$ cat src/rtl/ga_pkg.sv
// rtl/ga_pkg.sv - GA coprocessor request/response types and issue-unit constants
package ga_pkg;

  localparam logic [6:0] GA_OPCODE = 7'b0001011;

  typedef enum logic [6:0] {
    GA_ADD   = 7'd0,
    GA_SUB   = 7'd1,
    GA_MUL   = 7'd2,
    GA_WEDGE = 7'd3,
    GA_DOT   = 7'd4,
    GA_REV   = 7'd5,
    GA_DUAL  = 7'd6,
    GA_NORM  = 7'd7
  } ga_funct_e;

  localparam logic [6:0] GA_FUNCT_MAX = 7'd7;

  typedef struct packed {
    logic        valid;
    ga_funct_e   funct;
    logic        use_ga_regs;
    logic        we;
    logic [4:0]  rd_addr;
    logic [4:0]  ga_reg_a;
    logic [4:0]  ga_reg_b;
    logic [31:0] rs1_data;
    logic [31:0] rs2_data;
  } ga_req_t;

  typedef struct packed {
    logic        valid;
    logic        busy;
    logic        error;
    logic [31:0] result;
  } ga_resp_t;

  typedef enum logic [2:0] {
    GA_ST_IDLE,
    GA_ST_ISSUE,
    GA_ST_WAIT,
    GA_ST_WB,
    GA_ST_ERR
  } ga_issue_state_e;

  typedef enum logic [1:0] {
    GA_EXC_ERROR   = 2'd0,
    GA_EXC_TIMEOUT = 2'd1,
    GA_EXC_ILLEGAL = 2'd2
  } ga_exc_cause_e;

  function automatic logic ga_funct_legal(input logic [6:0] funct);
    return funct <= GA_FUNCT_MAX;
  endfunction

endpackage

$ cat src/rtl/ga_issue_unit_decode.sv
// rtl/ga_issue_unit_decode.sv - combinational custom-0 GA field extraction and legality check
module ga_issue_decode
  import ga_pkg::*;
#(
  parameter logic [6:0] GAOpcode = GA_OPCODE
) (
  input  logic        instr_valid,
  input  logic [31:0] instr,
  output logic        is_ga,
  output logic        legal,
  output logic [6:0]  funct,
  output logic        use_ga_regs,
  output logic        we,
  output logic [4:0]  rd,
  output logic [4:0]  rs1,
  output logic [4:0]  rs2
);

  logic unused_funct3_msb;

  assign is_ga       = instr_valid && (instr[6:0] == GAOpcode);
  assign funct       = instr[31:25];
  assign legal       = ga_funct_legal(funct);
  assign use_ga_regs = instr[12];
  assign we          = instr[13];
  assign rd          = instr[11:7];
  assign rs1         = instr[19:15];
  assign rs2         = instr[24:20];

  assign unused_funct3_msb = instr[14];

endmodule

$ cat src/rtl/ga_issue_unit.sv
// rtl/ga_issue_unit.sv - GA instruction issue/stall/writeback unit in front of ga_coprocessor
// Optional performance counters built only when GA_ISSUE_PERF_EN is defined.
module ga_issue_unit
  import ga_pkg::*;
#(
  parameter int unsigned TimeoutCycles = 64,
  parameter logic [6:0]  GAOpcode      = GA_OPCODE
) (
  input  logic        clk_i,
  input  logic        rst_ni,
  input  logic        instr_valid_i,
  input  logic [31:0] instr_i,
  input  logic [31:0] rs1_data_i,
  input  logic [31:0] rs2_data_i,
  input  logic        flush_i,
  output ga_req_t     ga_req_o,
  input  ga_resp_t    ga_resp_i,
  output logic        stall_o,
  output logic        rf_we_o,
  output logic [4:0]  rf_waddr_o,
  output logic [31:0] rf_wdata_o,
  output logic        exc_o,
  output logic [1:0]  exc_cause_o,
  output logic [31:0] issue_count_o,
  output logic [31:0] stall_cycles_o
);

  localparam int unsigned   CntW    = $clog2(TimeoutCycles + 1);
  // Timeout fires when the counter increments onto TimeoutCycles-1, so ERR lands TimeoutCycles after acceptance
  localparam logic [CntW-1:0] CntLast = CntW'(TimeoutCycles - 2);

  ga_issue_state_e state_q, state_d;
  ga_exc_cause_e   cause_q, cause_d;
  ga_req_t         req_q;
  logic [31:0]     result_q;
  logic [CntW-1:0] cnt_q;
  logic            discard_q;
  logic            accept;

  logic       is_ga, legal, use_ga_regs, we;
  logic [6:0] funct;
  logic [4:0] rd, rs1, rs2;

  ga_issue_decode #(
    .GAOpcode(GAOpcode)
  ) u_decode (
    .instr_valid(instr_valid_i),
    .instr      (instr_i),
    .is_ga      (is_ga),
    .legal      (legal),
    .funct      (funct),
    .use_ga_regs(use_ga_regs),
    .we         (we),
    .rd         (rd),
    .rs1        (rs1),
    .rs2        (rs2)
  );

  assign accept = (state_q == GA_ST_ISSUE) && !flush_i && !ga_resp_i.busy;

  always_ff @(posedge clk_i or negedge rst_ni) begin
    if (!rst_ni) begin
      state_q <= GA_ST_IDLE;
    end else begin
      state_q <= state_d;
    end
  end

  always_comb begin
    state_d = state_q;
    cause_d = cause_q;
    unique case (state_q)
      GA_ST_IDLE: begin
        if (is_ga && !flush_i) begin
          if (legal) begin
            state_d = GA_ST_ISSUE;
          end else begin
            state_d = GA_ST_ERR;
            cause_d = GA_EXC_ILLEGAL;
          end
        end
      end
      GA_ST_ISSUE: begin
        if (flush_i) begin
          state_d = GA_ST_IDLE;
        end else if (!ga_resp_i.busy) begin
          state_d = GA_ST_WAIT;
        end
      end
      GA_ST_WAIT: begin
        // A response in the same cycle as the timeout still counts
        if (ga_resp_i.valid) begin
          if (ga_resp_i.error) begin
            state_d = GA_ST_ERR;
            cause_d = GA_EXC_ERROR;
          end else begin
            state_d = GA_ST_WB;
          end
        end else if (cnt_q == CntLast) begin
          state_d = GA_ST_ERR;
          cause_d = GA_EXC_TIMEOUT;
        end
      end
      GA_ST_WB:  state_d = GA_ST_IDLE;
      GA_ST_ERR: state_d = GA_ST_IDLE;
      default:   state_d = GA_ST_IDLE;
    endcase
  end

  always_comb begin
    stall_o     = 1'b0;
    rf_we_o     = 1'b0;
    rf_waddr_o  = '0;
    rf_wdata_o  = '0;
    exc_o       = 1'b0;
    exc_cause_o = '0;
    unique case (state_q)
      GA_ST_IDLE:  stall_o = is_ga;
      GA_ST_ISSUE: stall_o = 1'b1;
      GA_ST_WAIT:  stall_o = 1'b1;
      GA_ST_WB: begin
        rf_we_o    = !req_q.we && !discard_q && (req_q.rd_addr != 5'd0);
        rf_waddr_o = req_q.rd_addr;
        rf_wdata_o = result_q;
      end
      GA_ST_ERR: begin
        exc_o       = !discard_q;
        exc_cause_o = discard_q ? 2'd0 : cause_q;
      end
      default: ;
    endcase
  end

  always_ff @(posedge clk_i or negedge rst_ni) begin
    if (!rst_ni) begin
      req_q     <= '0;
      result_q  <= '0;
      cause_q   <= GA_EXC_ERROR;
      cnt_q     <= '0;
      discard_q <= 1'b0;
    end else begin
      cause_q <= cause_d;
      unique case (state_q)
        GA_ST_IDLE: begin
          discard_q <= 1'b0;
          if (is_ga && legal && !flush_i) begin
            req_q.valid       <= 1'b1;
            req_q.funct       <= ga_funct_e'(funct);
            req_q.use_ga_regs <= use_ga_regs;
            req_q.we          <= we;
            req_q.rd_addr     <= rd;
            req_q.ga_reg_a    <= rs1;
            req_q.ga_reg_b    <= rs2;
            req_q.rs1_data    <= rs1_data_i;
            req_q.rs2_data    <= rs2_data_i;
          end
        end
        GA_ST_ISSUE: begin
          cnt_q <= '0;
          if (accept || flush_i) begin
            req_q.valid <= 1'b0;
          end
        end
        GA_ST_WAIT: begin
          cnt_q <= cnt_q + 1'b1;
          // Flushed ops still drain the coprocessor but must not retire
          discard_q <= discard_q | flush_i;
          if (ga_resp_i.valid) begin
            result_q <= ga_resp_i.result;
          end
        end
        default: ;
      endcase
    end
  end

  assign ga_req_o = req_q;

`ifdef GA_ISSUE_PERF_EN
  logic [31:0] issue_cnt_q;
  logic [31:0] stall_cnt_q;

  always_ff @(posedge clk_i or negedge rst_ni) begin
    if (!rst_ni) begin
      issue_cnt_q <= '0;
      stall_cnt_q <= '0;
    end else begin
      if (accept) begin
        issue_cnt_q <= issue_cnt_q + 32'd1;
      end
      if (stall_o) begin
        stall_cnt_q <= stall_cnt_q + 32'd1;
      end
    end
  end

  assign issue_count_o  = issue_cnt_q;
  assign stall_cycles_o = stall_cnt_q;
`else
  assign issue_count_o  = '0;
  assign stall_cycles_o = '0;
`endif

endmodule

$ cat config.mk
export PLATFORM = sky130hd
export DESIGN_NAME = ga_issue_unit
export DESIGN_NICKNAME = d
export VERILOG_FILES = /design/src/rtl/ga_pkg.sv /design/src/rtl/ga_issue_unit_decode.sv /design/src/rtl/ga_issue_unit.sv
export SDC_FILE = /design/constraint.sdc
export NUM_CORES = 1
export LEC_CHECK = 0
export CAP_MARGIN = 20
export CORE_AREA = 2 2 129 131
export CTS_BUF_LIST = sky130_fd_sc_hd__clkbuf_2 sky130_fd_sc_hd__clkbuf_4 sky130_fd_sc_hd__clkbuf_8
export CTS_CLUSTER_SIZE = 14
export DETAILED_ROUTE_END_ITERATION = 10
export DIE_AREA = 0 0 131 133
export GPL_ROUTABILITY_DRIVEN = 0
export PLACE_DENSITY = 0.87
export SLEW_MARGIN = 15
export SYNTH_ARGS = -nofsm -noshare
export SYNTH_HDL_FRONTEND = slang
export SYNTH_SLANG_ARGS = --single-unit
export TNS_END_PERCENT = 1
$ cat constraint.sdc
create_clock -name clk_i -period 3.1 [get_ports clk_i]
set_input_delay 0.775 -clock clk_i [delete_from_list [all_inputs] [get_ports clk_i]]
set_output_delay 0.775 -clock clk_i [all_outputs]
set_load 0.01 [all_outputs]
==> reports/qor.txt, run 1 <==
FF-to-FF End: result_q[1]
cell chosen for the clock root: sky130_fd_sc_hd__clkbuf_8
data required time at the worst endpoint: 2320 ps
Post-CTS Repair Setup Buffers: 0
starting density of the core: 36.9%
number of cells on the worst reg-to-reg path: 4
fin. max-slew vios: 0
via-per-instance ratio: 4.43
final routed DRC violation total: 0
post-synthesis async set-or-reset flop share: 100%
Post-Place Cell Area: 8680 sq um
Pint: 3.45 mW
final antenna diode count: 0
antenna violation net count after detailed routing: 0
worst voltage drop across the vdd grid: 0.387 mV
Non-Filler Instances: 961
final hold violations: 0
latest clock arrival within the worst-skew pair: 430 ps
Critical Path Sink Type: output port
Detailed Routing Iterations Pass 1: 4
Mapped Avg Cell Area: 13.2 sq um
instance count of the mapped netlist: 454
first-pass GRT wire length: 23,100 um
fraction of synthesized cell area taken by the top area cell type: 56.1%
H-tree levels: 4
cell-by-cell trace of the critical path: clkdlybuf4s50_1, or4b_4, or2_4, a21oi_1, buf_4
Distinct cells, synth: 34
number of nets in the layout: 865
logic gate share of total power: 20.5%
predominant post-synthesis flop cell: sky130_fd_sc_hd__dfrtp_1
critical path's largest stage delay: 540 ps
die area: 17,400 sq um
CTS clock-pin slew for the worst setup and hold paths: 80 ps
outcome: finished, final reports clean
Slew Limit Headroom: 61.4%
Setup Skew: 9.54 ps
Final period util: 97.6%
total instance count after detailed placement: 929
Static Leakage: 4.19 nW
Hold Crit Class: in -> async
top-count cell post-synth: sky130_fd_sc_hd__dfrtp_1
number of storage elements in the synthesis netlist: 134
total of max-cap violations: 0
area of the mapped netlist: 5970 sq um
initial antenna violation count: 0
number of buffers and inverters on the critical path: 2
Detailed Route Iter0 Violations: 53
Overflow after GRT: 0
arrival time at the worst endpoint: 2250 ps
Routed Wire Length: 15,000 um
proportion of power drawn by flip-flops and latches: 46.2%
sort of element at the start of the critical path: input port
net switching power of the design: 1.29 mW
Power per Cell Area: 519 nW/um^2
Slew @ Worst Pin: 577 ps
register-to-register setup slack: 910 ps
core area: 16,200 sq um
top cell type by total area after synthesis: sky130_fd_sc_hd__dfrtp_1
number of vias in the routed layout: 4,261
worst setup path category: in -> out
clock tree buffer depth: 2
top-level port count: 330
fin util: 56.4%
unrepaired setup endpoints after global routing: no
fill cell count: 1,326
Final Instance Area: 9120 sq um
critical path peak fanout: 2
commonest cells in the synthesized netlist: 134 x sky130_fd_sc_hd__dfrtp_1, 113 x sky130_fd_sc_hd__mux2_2, 64 x sky130_fd_sc_hd__buf_4
Tot Pwr: 4.74 mW
maximum number of pins on one net before global-route repair: 72
TritonCTS sink count: 134
synth top area cells: sky130_fd_sc_hd__dfrtp_1 56%, sky130_fd_sc_hd__mux2_2 21%, sky130_fd_sc_hd__buf_4 8.0%, sky130_fd_sc_hd__and2_1 4.6%, sky130_fd_sc_hd__mux2_4 1.3%
Critical Path Slowest Stage Cell: sky130_fd_sc_hd__or4b_4
R2R Path Start: state_q[2]
synthesis-to-layout area growth: 52.7%
GRT Total Usage: 17.4%
number of global-route vias before repair: 4,448
Switching Share: 27.2%
overall die width: 131 um
fraction of final layout cells with drive strength greater than 1: 23.5%
total setup violations reported at the end of the flow: 0
clock network fraction of total power: 33.2%
routed wire length per instance: 15.6 um
Inserted Clock Buffers: 17
final period demand of the worst path: 3030 ps
number of synthesized flops with an enable pin: 0
floorplan die height: 133 um
total of buffers placed on input and output ports: 264
TritonCTS clock tree: built
hpwl dp: 11,500 um
number of hold-repair buffers added at the cts stage: 0
Ys Warns: 0
Max Clock Freq: 331 MHz
sequential-to-total area share from yosys stat: 56.1%
delay-heaviest family, CP: simple AND/OR/NAND/NOR gates
number of placement rows: 47
[worst max-delay path by stage]
stage | startpoint | endpoint | slack (ps) | cells after the start
floorplan | instr_i[5] | ga_req_o[0] | 400 | 7
global placement | instr_i[5] | stall_o | -420 | 5
detailed placement | instr_i[5] | stall_o | -420 | 5
CTS | instr_i[5] | stall_o | 20 | 5
global route | instr_i[4] | stall_o | 10 | 5
finish | instr_i[4] | stall_o | 70 | 5
[metrics by stage]
stage	TNS, ps	setup WS [ps]	hold slack (ps)
floorplan	0	403	445
global placement	-420	-418	462
detailed placement	-582	-425	467
CTS	0	20.9	204
global route	0	14.3	213
finish	0	75.0	225
[flip-flops by register name, indices dropped and copies added (netlist names)]
signal,flops
state_q,3
discard_q,1
result_q,32
ga_req_o,89
cause_q,2
cnt_q,7
[cell type report]
class	instances	area, sq um	share of cell area [%]
tap	220	275	3.02
multi-input combinational	292	2270	24.8
timing repair buffer	278	2780	30.4
clock inverter	13	170	1.87
sequential	134	3360	36.8
clock buffer	19	262	2.87
inverter	5	18.8	0.206
[layer usage]
layer / routed length (um) / part of all wire, % / track usage [%]
met5: 0 / 0 / 0
met4: 227 / 1.5 / 5.56
met3: 1680 / 11 / 9.14
met2: 7610 / 51 / 29.2
met1: 5480 / 37 / 18.8
[layout by cell type, fill, tap and decap left out, drive strengths merged, types with 10 or more instances in the layout]
cell and count:
mux2 118, and2 44, clkdlybuf4s50 262, buf 16, dfrtp 134, conb 64
clkbuf 19, nand2 10, o21ai 10
[power groups by stage]
stage	clock network, mW	registers [mW]	logic, mW
floorplan	0	2.16	0.664
global placement	0	2.21	0.959
detailed placement	0	2.22	0.987
CTS	1.63	2.19	0.985
global route	1.70	2.23	1.08
finish	1.57	2.19	0.973
[cell families (layout without fill, tap and decap cells)]
logic type      after synthesis  in the layout  synth area share (%)
compound gates               23             23                  2.22
fa+ha+maj                     2              2                 0.419
flops                       134            134                  56.1
buf+inv                      91            315                  10.2
mux                         118            118                  22.6
other cells                   1             64                0.0628
simple gates                 85             85                  8.38
[timing repair]
action	in CTS	in global routing
endpoints found under the setup margin	30	32
pin swaps	0	1
gates resized for setup	6	6
endpoints found under the hold margin	0	0
No activity file was read; power rests on OpenSTA's default activity.
==> run 2: changes to the inputs <==
Settings changed: CORE_AREA 2 2 129 131 to unset, CORE_MARGIN set to 8, CORE_UTILIZATION set to 43, DIE_AREA 0 0 131 133 to unset, PLACE_DENSITY 0.87 to 0.95.
==> run 2 against run 1 <==
Against the previous run:
- sequential power hardly changed
- total power is 3.1% lower
- non-clock buffer count is 2 lower
- critical endpoint unchanged
- critical path depth unchanged
- clock power down 10%
- register-to-register slack better by 70 ps
- combinational power grew 0.7%
- critical path type unchanged
- clock skew shrank 0.74 ps
- setup slack lost 13 ps
- cell count decreased by 4.4%
==> reports/qor.txt, run 2 (synthesis gave the netlist of run 1 again) <==
number of cells on the worst reg-to-reg path: 5 (+1)
outcome: finished, final reports clean
antenna violation net count after detailed routing: 0 (unchanged)
maximum number of pins on one net before global-route repair: 52 (-28%)
synthesis-to-layout area growth: 51.0%
Max Clock Freq: 329 MHz (-0.44%)
top-level port count: 330 (unchanged)
proportion of power drawn by flip-flops and latches: 48.0% (+1.8 points)
Slew Limit Headroom: 57.8% (-3.6 points)
critical path peak fanout: 2 (unchanged)
GRT Total Usage: 19.2% (+1.9 points)
cell chosen for the clock root: sky130_fd_sc_hd__clkbuf_8
routed wire length per instance: 18.8 um (+21%)
Power per Cell Area: 509 nW/um^2 (-2.0%)
number of buffers and inverters on the critical path: 2 (unchanged)
total of buffers placed on input and output ports: 264 (unchanged)
met2 usage: 33.3% (+4.1 points)
delay-heaviest family, CP: simple AND/OR/NAND/NOR gates
Setup Skew: 8.79 ps (-0.743 ps)
fin. max-slew vios: 0 (unchanged)
number of nets in the layout: 863 (-0.23%)
TritonCTS sink count: 134 (unchanged)
Inserted Clock Buffers: 17 (unchanged)
final antenna diode count: 0 (unchanged)
Critical Path Sink Type: output port
floorplan die height: 134 um (+0.65%)
met3 Use GR: 10.3% (+1.2 points)
met1 capacity usage during global routing: 19.0% (+0.21 points)
cell-by-cell trace of the critical path: clkdlybuf4s50_1, or4b_1, or2_4, a21oi_2, buf_2
arrival time at the worst endpoint: 2260 ps (about the same)
Critical Path Slowest Stage Cell: sky130_fd_sc_hd__or4b_1
total setup violations reported at the end of the flow: 0 (unchanged)
flip-flop count of the largest register after layout: 89 (unchanged)
via-per-instance ratio: 4.63 (+4.3%)
final hold violations: 0 (unchanged)
hpwl dp: 13,700 um (+20%)
number of global-route vias before repair: 4,763 (+7.1%)
TritonCTS clock tree: built
Slew @ Worst Pin: 631 ps (+54.2 ps)
fraction of final layout cells with drive strength greater than 1: 23.1% (-0.34 points)
final period demand of the worst path: 3040 ps (+13.3 ps)
worst voltage drop across the vdd grid: 0.366 mV (-5.2%)
number of hold-repair buffers added at the cts stage: 0 (unchanged)
hold_ws: 273 ps (+48.5 ps)
most frequent cells in the layout: 262 x sky130_fd_sc_hd__clkdlybuf4s50_1, 132 x sky130_fd_sc_hd__dfrtp_1, 113 x sky130_fd_sc_hd__mux2_2, 64 x sky130_fd_sc_hd__conb_1, 44 x sky130_fd_sc_hd__and2_1
final routed DRC violation total: 0 (unchanged)
critical path's largest stage delay: 550 ps (about the same)
initial antenna violation count: 0 (unchanged)
FF-to-FF End: ga_req_o[31]
first-pass GRT wire length: 26,700 um (+16%)
register-to-register setup slack: 980 ps (+70 ps)
Final period util: 98.0% (+0.43 points)
sort of element at the start of the critical path: input port
Routed Wire Length: 17,300 um (+15%)
Non-Filler Instances: 919 (-4.4%)
overall die width: 134 um (+2.2%)
CTS clock-pin slew for the worst setup and hold paths: 80 ps (about the same)
number of vias in the routed layout: 4,252 (-0.21%)
total of max-cap violations: 0 (unchanged)
leading cell type in the layout, fill and taps excluded: sky130_fd_sc_hd__clkdlybuf4s50_1
Switching Share: 27.9% (+0.73 points)
Post-CTS Repair Setup Buffers: 0 (unchanged)
number of placement rows: 43 (-8.5%)
Detailed Route Iter0 Violations: 83 (+57%)
total instance count after detailed placement: 887 (-4.5%)
logic gate share of total power: 21.4% (+0.9 points)
latest clock arrival within the worst-skew pair: 430 ps (about the same)
Most Crowded Layer GR: met2
data required time at the worst endpoint: 2320 ps (about the same)
Hold Crit Class: in -> async
accumulated negative setup slack: 0 ps (unchanged)
R2R Path Start: state_q[2]
starting density of the core: 43.5% (+6.6 points)
worst setup path category: in -> out
clock network fraction of total power: 30.6% (-2.6 points)
Overflow after GRT: 0 (unchanged)
Detailed Routing Iterations Pass 1: 4 (unchanged)
clock tree buffer depth: 2 (unchanged)
core area: 13,700 sq um (-15%)
die area: 17,900 sq um (+2.8%)
H-tree levels: 4 (unchanged)
Pint: 3.31 mW (-4.1%)
net switching power of the design: 1.28 mW (-0.50%)
Static Leakage: 4.16 nW (-0.62%)
[run 2: cell count changes in the layout (fill, tap and decap cells not counted), sizes merged]
cell      delta
buf          -2
bufinv       -2
clkbuf       +1
clkinvlp     +1
[run 2: worst max-delay path by stage]
| stage | startpoint | to | depth (start not counted) |
|---|---|---|---|
| after global placement | instr_i[5] | stall_o | 5 |
| after detailed placement | instr_i[5] | stall_o | 5 |
| after global routing | instr_i[5] | stall_o | 5 |
| after floorplan | instr_i[5] | ga_req_o[0] | 7 |
| final | instr_i[5] | stall_o | 5 |
| after CTS | instr_i[5] | stall_o | 5 |
[run 2: timing repair]
item | in CTS | in global routing
gates resized for setup | 5 | 4
gates cloned | 0 | 0
pin swaps | 0 | 1
hold endpoints to repair | 0 | 0
setup endpoints to repair | 1 | 3
[run 2: layout make-up]
type                       count  area [sq um]
clock buffer                  20           275
clock inverter                12           118
fill                        1020          4700
inverter                       5          18.8
multi-input combinational    292          2260
sequential                   134          3360
tap                          180           225
timing repair buffer         276          2770
[run 2: stage by stage]
stage / util (%) / power [mW] / setup WS (ps) / cell area [sq um]
2_1_floorplan: - / 2.82 / 403 / 6210
3_3_place_gp: 62.8 / 3.17 / -385 / 8620
3_5_place_dp: 62.8 / 3.23 / -442 / 8620
4_1_cts: 65.7 / 4.64 / 0.276 / 9010
5_1_grt: 65.7 / 4.86 / -15.1 / 9020
6_report: 65.7 / 4.59 / 61.7 / 9020
[run 2: worst register-to-register path: stages (launching register included)]
cell	delay [ps]
sky130_fd_sc_hd__dfrtp_1	480
sky130_fd_sc_hd__nor3_1	420
sky130_fd_sc_hd__nand2_1	140
sky130_fd_sc_hd__or3_4	410
sky130_fd_sc_hd__buf_12	200
sky130_fd_sc_hd__mux2_2	340
[run 2: power by group through the flow]
stage	Clock [mW]	Combinational, mW	Sequential (mW)
4_1_cts	1.45	0.987	2.20
6_report	1.41	0.980	2.20
3_3_place_gp	0	0.954	2.22
5_1_grt	1.52	1.09	2.25
2_1_floorplan	0	0.664	2.16
3_5_place_dp	0	0.990	2.24
[run 2: metal layers]
metal / vias to the layer above / wire length, um
li1: 1970 / -
met4: 0 / 425
met3: 27 / 2170
met1: 2037 / 5940
met2: 218 / 8770
met5: - / 0
